<file path="src/rtl/vx_tcu_drl_max_exp_pkg.sv">
// Shared types and constants for the TCU DRL max-exponent stage.
// Defines the term geometry, the S1 beat layout and the per-term shift rule.
package vx_tcu_drl_max_exp_pkg;

  localparam int TCU_N             = 2;
  localparam int TCU_TCK           = 2 * TCU_N;
  localparam int TCU_TERMS         = TCU_TCK + 1;
  localparam int TCU_DRL_EXP_W     = 10;
  localparam int TCU_DRL_SHIFT_W   = 6;
  localparam int TCU_DRL_SHIFT_MAX = 31;
  localparam int TCU_DRL_TAG_W     = 8;
  localparam int TCU_DRL_DIFF_W    = 6;

  typedef logic [TCU_DRL_EXP_W-1:0]   tcu_drl_exp_t;
  typedef logic [TCU_DRL_SHIFT_W-1:0] tcu_drl_shift_t;

  typedef struct packed {
    logic [TCU_TCK:0][TCU_DRL_EXP_W-1:0]    exp;
    logic [TCU_TCK-1:0][TCU_DRL_DIFF_W-1:0] diff_f8;
    logic [TCU_DRL_TAG_W-1:0]               tag;
  } tcu_drl_exp_beat_t;

  // Difference is taken at full exponent width so large gaps saturate instead
  // of wrapping through the narrow shift field; zero exponents are masked terms.
  function automatic tcu_drl_shift_t drl_shift(input tcu_drl_exp_t max_exp,
                                               input tcu_drl_exp_t exp);
    tcu_drl_exp_t d;
    d = max_exp - exp;
    if (exp == '0 || d > TCU_DRL_EXP_W'(TCU_DRL_SHIFT_MAX))
      return TCU_DRL_SHIFT_W'(TCU_DRL_SHIFT_MAX);
    return d[TCU_DRL_SHIFT_W-1:0];
  endfunction

endpackage

</file>
<file path="src/rtl/vx_tcu_drl_max_exp_max_tree.sv">
// Combinational unsigned maximum over N_IN values using a balanced pairwise tree.
// An odd leftover entry at any level is promoted unchanged to the next level.
module vx_tcu_drl_max_exp_max_tree #(
  parameter int N_IN = 5,
  parameter int W    = 10
) (
  input  logic [N_IN-1:0][W-1:0] in_vals,
  output logic [W-1:0]           max_val
);

  localparam int LEVELS = (N_IN > 1) ? $clog2(N_IN) : 0;

  // One spare slot per level keeps the 2*j+1 operand index in range.
  logic [W-1:0] lvl [LEVELS+1][N_IN+1];

  always_comb begin
    int cnt;
    // NOTE: every element gets a default before the tree is built, so no path
    // leaves a bit unassigned and no latch is inferred.
    for (int l = 0; l <= LEVELS; l++)
      for (int j = 0; j <= N_IN; j++)
        lvl[l][j] = '0;
    for (int j = 0; j < N_IN; j++)
      lvl[0][j] = in_vals[j];

    cnt = N_IN;
    for (int l = 0; l < LEVELS; l++) begin
      for (int j = 0; j < (N_IN + 1) / 2; j++) begin
        if (2 * j + 1 < cnt)
          lvl[l+1][j] = (lvl[l][2*j] > lvl[l][2*j+1]) ? lvl[l][2*j] : lvl[l][2*j+1];
        else if (2 * j < cnt)
          lvl[l+1][j] = lvl[l][2*j];
      end
      cnt = (cnt + 1) / 2;
    end

    max_val = lvl[LEVELS][0];
  end

endmodule

</file>
<file path="src/rtl/vx_tcu_drl_max_exp.sv">
// TCU DRL max-exponent stage: 2-stage elastic pipe finding the max biased exponent
// and producing per-term alignment shifts, with FP8 diff and tag carried alongside.
module vx_tcu_drl_max_exp
  import vx_tcu_drl_max_exp_pkg::*;
(
  input  logic                                    clk,
  input  logic                                    reset_n,
  input  logic                                    valid_in,
  output logic                                    ready_in,
  input  logic [TCU_TERMS*TCU_DRL_EXP_W-1:0]      raw_exp_y,
  input  logic [TCU_TCK*TCU_DRL_DIFF_W-1:0]       exp_diff_f8,
  input  logic [TCU_DRL_TAG_W-1:0]                tag_in,
  output logic                                    valid_out,
  input  logic                                    ready_out,
  output logic [TCU_DRL_EXP_W-1:0]                max_exp,
  output logic [TCU_TERMS*TCU_DRL_SHIFT_W-1:0]    shift_amt,
  output logic                                    all_zero,
  output logic [TCU_TCK*TCU_DRL_DIFF_W-1:0]       exp_diff_out,
  output logic [TCU_DRL_TAG_W-1:0]                tag_out
);

  tcu_drl_exp_beat_t in_beat;
  tcu_drl_exp_t      in_max;

  logic              s1_vld;
  tcu_drl_exp_beat_t s1_beat;
  tcu_drl_exp_t      s1_max;
  logic              s1_all_zero;

  logic                                   s2_vld;
  tcu_drl_exp_t                           s2_max;
  logic                                   s2_all_zero;
  logic [TCU_TCK:0][TCU_DRL_SHIFT_W-1:0]  s2_shift;
  logic [TCU_TCK:0][TCU_DRL_SHIFT_W-1:0]  shift_d;
  logic [TCU_TCK-1:0][TCU_DRL_DIFF_W-1:0] s2_diff;
  logic [TCU_DRL_TAG_W-1:0]               s2_tag;

  logic s1_load;
  logic s2_adv;

  assign in_beat.exp     = raw_exp_y;
  assign in_beat.diff_f8 = exp_diff_f8;
  assign in_beat.tag     = tag_in;

  // A stage may take a new beat when it is empty or its content moves on this cycle.
  assign s2_adv   = ~s2_vld | ready_out;
  assign ready_in = ~s1_vld | s2_adv;
  assign s1_load  = valid_in & ready_in;

  vx_tcu_drl_max_exp_max_tree #(
    .N_IN (TCU_TERMS),
    .W    (TCU_DRL_EXP_W)
  ) u_max_tree (
    .in_vals (in_beat.exp),
    .max_val (in_max)
  );

  // NOTE: the datapath registers are reset too, because the outputs they drive
  // must read as zero while reset is asserted, not only the valid bits.
  always_ff @(posedge clk or negedge reset_n) begin
    if (!reset_n) begin
      s1_vld      <= 1'b0;
      s1_beat     <= '0;
      s1_max      <= '0;
      s1_all_zero <= 1'b0;
    end else begin
      // NOTE: sequential state uses non-blocking assignments so every register
      // samples pre-edge values regardless of statement order.
      if (ready_in)
        s1_vld <= valid_in;
      if (s1_load) begin
        s1_beat     <= in_beat;
        s1_max      <= in_max;
        s1_all_zero <= (in_max == '0);
      end
    end
  end

  always_comb begin
    shift_d = '0;
    for (int i = 0; i <= TCU_TCK; i++)
      shift_d[i] = drl_shift(s1_max, s1_beat.exp[i]);
  end

  always_ff @(posedge clk or negedge reset_n) begin
    if (!reset_n) begin
      s2_vld      <= 1'b0;
      s2_max      <= '0;
      s2_all_zero <= 1'b0;
      s2_shift    <= '0;
      s2_diff     <= '0;
      s2_tag      <= '0;
    end else begin
      if (s2_adv)
        s2_vld <= s1_vld;
      if (s2_adv && s1_vld) begin
        s2_max      <= s1_max;
        s2_all_zero <= s1_all_zero;
        s2_shift    <= shift_d;
        s2_diff     <= s1_beat.diff_f8;
        s2_tag      <= s1_beat.tag;
      end
    end
  end

  assign valid_out    = s2_vld;
  assign max_exp      = s2_max;
  assign all_zero     = s2_all_zero;
  assign shift_amt    = s2_shift;
  assign exp_diff_out = s2_diff;
  assign tag_out      = s2_tag;

endmodule
</file>
<file path="config.mk">
export PLATFORM = sky130hd
export DESIGN_NAME = vx_tcu_drl_max_exp
export DESIGN_NICKNAME = d
export VERILOG_FILES = /design/src/rtl/vx_tcu_drl_max_exp_pkg.sv /design/src/rtl/vx_tcu_drl_max_exp_max_tree.sv /design/src/rtl/vx_tcu_drl_max_exp.sv
export SDC_FILE = /design/constraint.sdc
export NUM_CORES = 1
export LEC_CHECK = 0
export BUFFER_PORTS_ARGS = -buffer_cell sky130_fd_sc_hd__buf_4
export CORE_MARGIN = 5
export CORE_UTILIZATION = 38
export CTS_CLUSTER_DIAMETER = 60
export CTS_CLUSTER_SIZE = 24
export DETAILED_ROUTE_END_ITERATION = 16
export PLACE_DENSITY = 0.56
export SLEW_MARGIN = 5
export SYNTH_ARGS = -nofsm -noshare
export SYNTH_HDL_FRONTEND = slang
export SYNTH_SLANG_ARGS = --single-unit
</file>
<file path="constraint.sdc">
create_clock -name clk -period 3.3 [get_ports clk]
set_input_delay 0.33 -clock clk [delete_from_list [all_inputs] [get_ports clk]]
set_output_delay 0.33 -clock clk [all_outputs]
set_load 0.1 [all_outputs]
</file>
==> results.md <==
* Post-Synthesis Net Count at 1268
* Post-synth ARST share at 100%
* Min cycle time layout at 4.90 ns
* Met2 usage at 33.3%
* R2R setup slack at 0.35 ns
* Cts-stage hold buffer count at 0
* Fin util at 52.8%
* Ant diodes at 0
* DRC viols at 0
* WHS at -0.0142 ns
* Yosys reg bits at 168
* Top delay family on crit path: compound AO/OA/AOI/OAI gates
* Status: complete, but fails checks
* Routed vias at 8396
* Total track usage at 19.8%
* Worst-Margin Slew at 0.934 ns
* P_leak at 0.00657 µW
* Fmax at 204 MHz
* Reg-to-Reg End: shift_amt[7]$_DFFE_PN0P_
* Power density cells at 685 nW/µm²
* Die H at 169 µm
* I/O pins at 161
* Wirelength per Cell at 16.7 µm
* Detailed-route wire length at 28300 µm
* Max-cap viol count at 0
* Crit path capture: s1_all_zero$_DFFE_PN0P_
* Worst-path clk slew at 0.07 ns
* Worst Path Required at 3.62 ns
* Pre-antenna DRT Iters at 5
* Share of cells above drive strength 1 at 28.9%
* Clock power share at 21.9%
* Setup CP Type: input pin to register
* Layout fillers at 2367
* Grt ovf at 0
* Relative slew slack at 37.7%
* Slew Limit Fails at 0
* Syn Std Cell Area at 9620 µm²
* Internal Pwr Total at 5000 µW
* WP data arrival at 5.22 ns
* H-tree levels at 4
* Most Crowded Layer GR: met2
* Post-DRT Antenna Nets at 0
* Area growth syn-to-layout at 37.4%
* Pwr Total at 9050 µW
* Largest net degree at the start of global routing at 95
* Sequential power share at 29.3%
* Worst vdd ir at 378 µV
* Final hold vios at 11
* Post-synthesis sequential area ratio at 43.7%
* First-pass GRT wire length at 45100 µm
* Final setup vio count at 11
* Initial antenna violation count at 0
* Starting Density at 38.4%
* Worst setup path start: raw_exp_y[5]
* Dpl hpwl at 20400 µm
* Iteration-0 DRC Markers at 535
* Die ar. at 28600 µm²
* CTS Sinks at 168
* Post-Synthesis Cells at 1092
* Setup crit start kind: input pin
* Crit path largest cell delay at 0.41 ns
* Vias per cell at 4.97
* CP max FO at 6
* Number of global-route vias before repair at 8504
* WP depth at 26
* CTS buffer count at 17
* PnR worst setup slack at -1.60 ns
* Ys flop type: dfrtp_1
* I/O Buffers at 160
* Switching pwr at 4060 µW
* Yosys cell types at 59
* Synth warnings at 0
* Syn avg cell area at 8.81 µm²
* RSZ-0062 raised after global routing: true
* Post-synth EDFFs at 0
* Combinational power share at 48.8%
* Core ar. at 25000 µm²
* Cell row count at 58
* Slowest cell on crit path: a221o_1
* Reg-to-reg startpoint: s1_max[0]$_DFFE_PN0P_
* Met1 Use GR at 26.8%
* Worst-case reg-to-reg path depth at 13
* Maximum root-to-sink buffer count at 2
* Final setup skew at 0.0108 ns
* Final GP Congestion at 0.846
* Met3 Track Usage GR at 3.41%
* Clk_lat worst skew at 0.43 ns
* Die X at 169 µm
* Nets at 1525
* Crit path capture type: register
* Final period util at 148%
* Min-Delay Path Class: input pin to async pin
* Bufs and invs on worst path at 6
* Net Sw Frac at 44.8%
* Failing checks: hold timing, setup timing
* TritonCTS clock tree: built
* CTS Root Cell: clkbuf_16
-- worst min path at each step --
stage,from,to
3_3_place_gp,s1_beat[9]$_DFFE_PN0P_,exp_diff_out[1]$_DFFE_PN0P_
3_5_place_dp,s1_beat[0]$_DFFE_PN0P_,tag_out[0]$_DFFE_PN0P_
2_1_floorplan,reset_n,all_zero$_DFFE_PN0P_
4_1_cts,reset_n,shift_amt[20]$_DFFE_PN0P_
6_report,reset_n,shift_amt[21]$_DFFE_PN0P_
5_1_grt,reset_n,shift_amt[21]$_DFFE_PN0P_
-- stage by stage --
step           setup TNS (ns)  cell area [µm²]  instances  setup slack (ns)
2_1_floorplan          -14.26             9710       1092             -1.61
3_3_place_gp           -21.64            11900       1644             -2.16
3_5_place_dp           -21.88            11900       1644             -2.23
4_1_cts                -13.80            13000       1688             -1.48
5_1_grt                -17.99            13200       1691             -1.88
6_report               -15.16            13200       1691             -1.60
-- cells by family after synthesis --
kind of cell | synth area share (%)
muxes | 4.45
and+or+nand+nor | 18.4
adders and majority gates | 12.1
AOI/OAI and AO/OA | 13.2
buffers and inverters | 6.62
xor gates and xnor gates | 1.54
DFF | 43.7
-- power groups by stage --
stage | combinational [µW] | sequential (µW) | clock (µW)
finish | 4410 | 2650 | 1980
floorplan | 1860 | 3710 | 0
global placement | 4060 | 2690 | 0
global route | 4810 | 2690 | 2120
detailed placement | 4090 | 2690 | 0
CTS | 4290 | 2660 | 2040
-- cell usage after synthesis, types with 3 or more instances --
cell / count / area share [%]
nor2b_1: 6 / 0.39
nand2_1: 321 / 13
xnor2_1: 7 / 0.64
fa_1: 5 / 1.0
and2_1: 6 / 0.39
o21ai_0: 73 / 3.8
o22a_1: 25 / 2.3
nor4_1: 10 / 0.65
o21ai_1: 9 / 0.47
o21a_1: 7 / 0.55
buf_1: 3 / 0.12
a21o_1: 4 / 0.31
a21oi_1: 37 / 1.9
mux2i_1: 39 / 4.1
o2111ai_1: 3 / 0.27
nand4_1: 14 / 0.91
a21boi_1: 3 / 0.23
nand2b_1: 11 / 0.72
clkbuf_1: 28 / 1.1
nor3_1: 8 / 0.42
ha_1: 85 / 11
a2111oi_0: 4 / 0.36
nand3_1: 5 / 0.26
a21boi_0: 6 / 0.47
o221ai_1: 5 / 0.46
dfrtp_1: 168 / 44
nor2_1: 28 / 1.1
inv_1: 121 / 4.7
xor2_1: 8 / 0.73
a211oi_1: 3 / 0.23
-- final cells by class --
class | instances | area (µm²) | area share [%]
Sequential cell | 168 | 4200 | 31.8
Inverter | 121 | 489 | 3.70
Timing Repair Buffer | 274 | 2220 | 16.8
Clock buffer | 17 | 425 | 3.22
Tap cell | 330 | 413 | 3.12
Multi-Input combinational cell | 767 | 5300 | 40.1
Clock inverter | 14 | 160 | 1.21
-- registers in the layout (all words and copies together), names as in the netlist --
register      count
all_zero          1
shift_amt        30
max_exp          10
exp_diff_out     24
s1_all_zero       1
valid_out         1
tag_out           8
s1_max           10
s1_beat          82
s1_vld            1
-- repair_timing --
action / in CTS / in global routing
buffers inserted: 19 / 10
gates resized for setup: 79 / 41
gates cloned: 2 / 0
endpoints found under the setup margin: 11 / 11
pin swaps: 16 / 7
-- cell usage in the layout (no fill, tap or decap), types with 7 or more instances in the layout --
master / netlist / routed
a21oi_1: 37 / 32
buf_4: 0 / 247
buf_6: 1 / 16
clkbuf_16: 0 / 17
dfrtp_1: 168 / 168
ha_1: 85 / 70
ha_4: 0 / 14
inv_1: 121 / 109
mux2i_1: 39 / 18
mux2i_2: 0 / 9
mux2i_4: 0 / 12
nand2_1: 321 / 316
nand2b_1: 11 / 9
nand4_1: 14 / 14
nor2_1: 28 / 27
nor3_1: 8 / 7
nor4_1: 10 / 10
o21a_1: 7 / 7
o21ai_0: 73 / 62
o21ai_1: 9 / 14
o22a_1: 25 / 25
xnor2_1: 7 / 7
xor2_1: 8 / 8
-- metal layers --
metal / up-vias / share of wire (%)
li1: 4178 / -
met1: 4024 / 46
met2: 177 / 48
met3: 17 / 4.5
met4: 0 / 1.3
met5: - / 0
No activity file was read; power rests on OpenSTA's default activity.
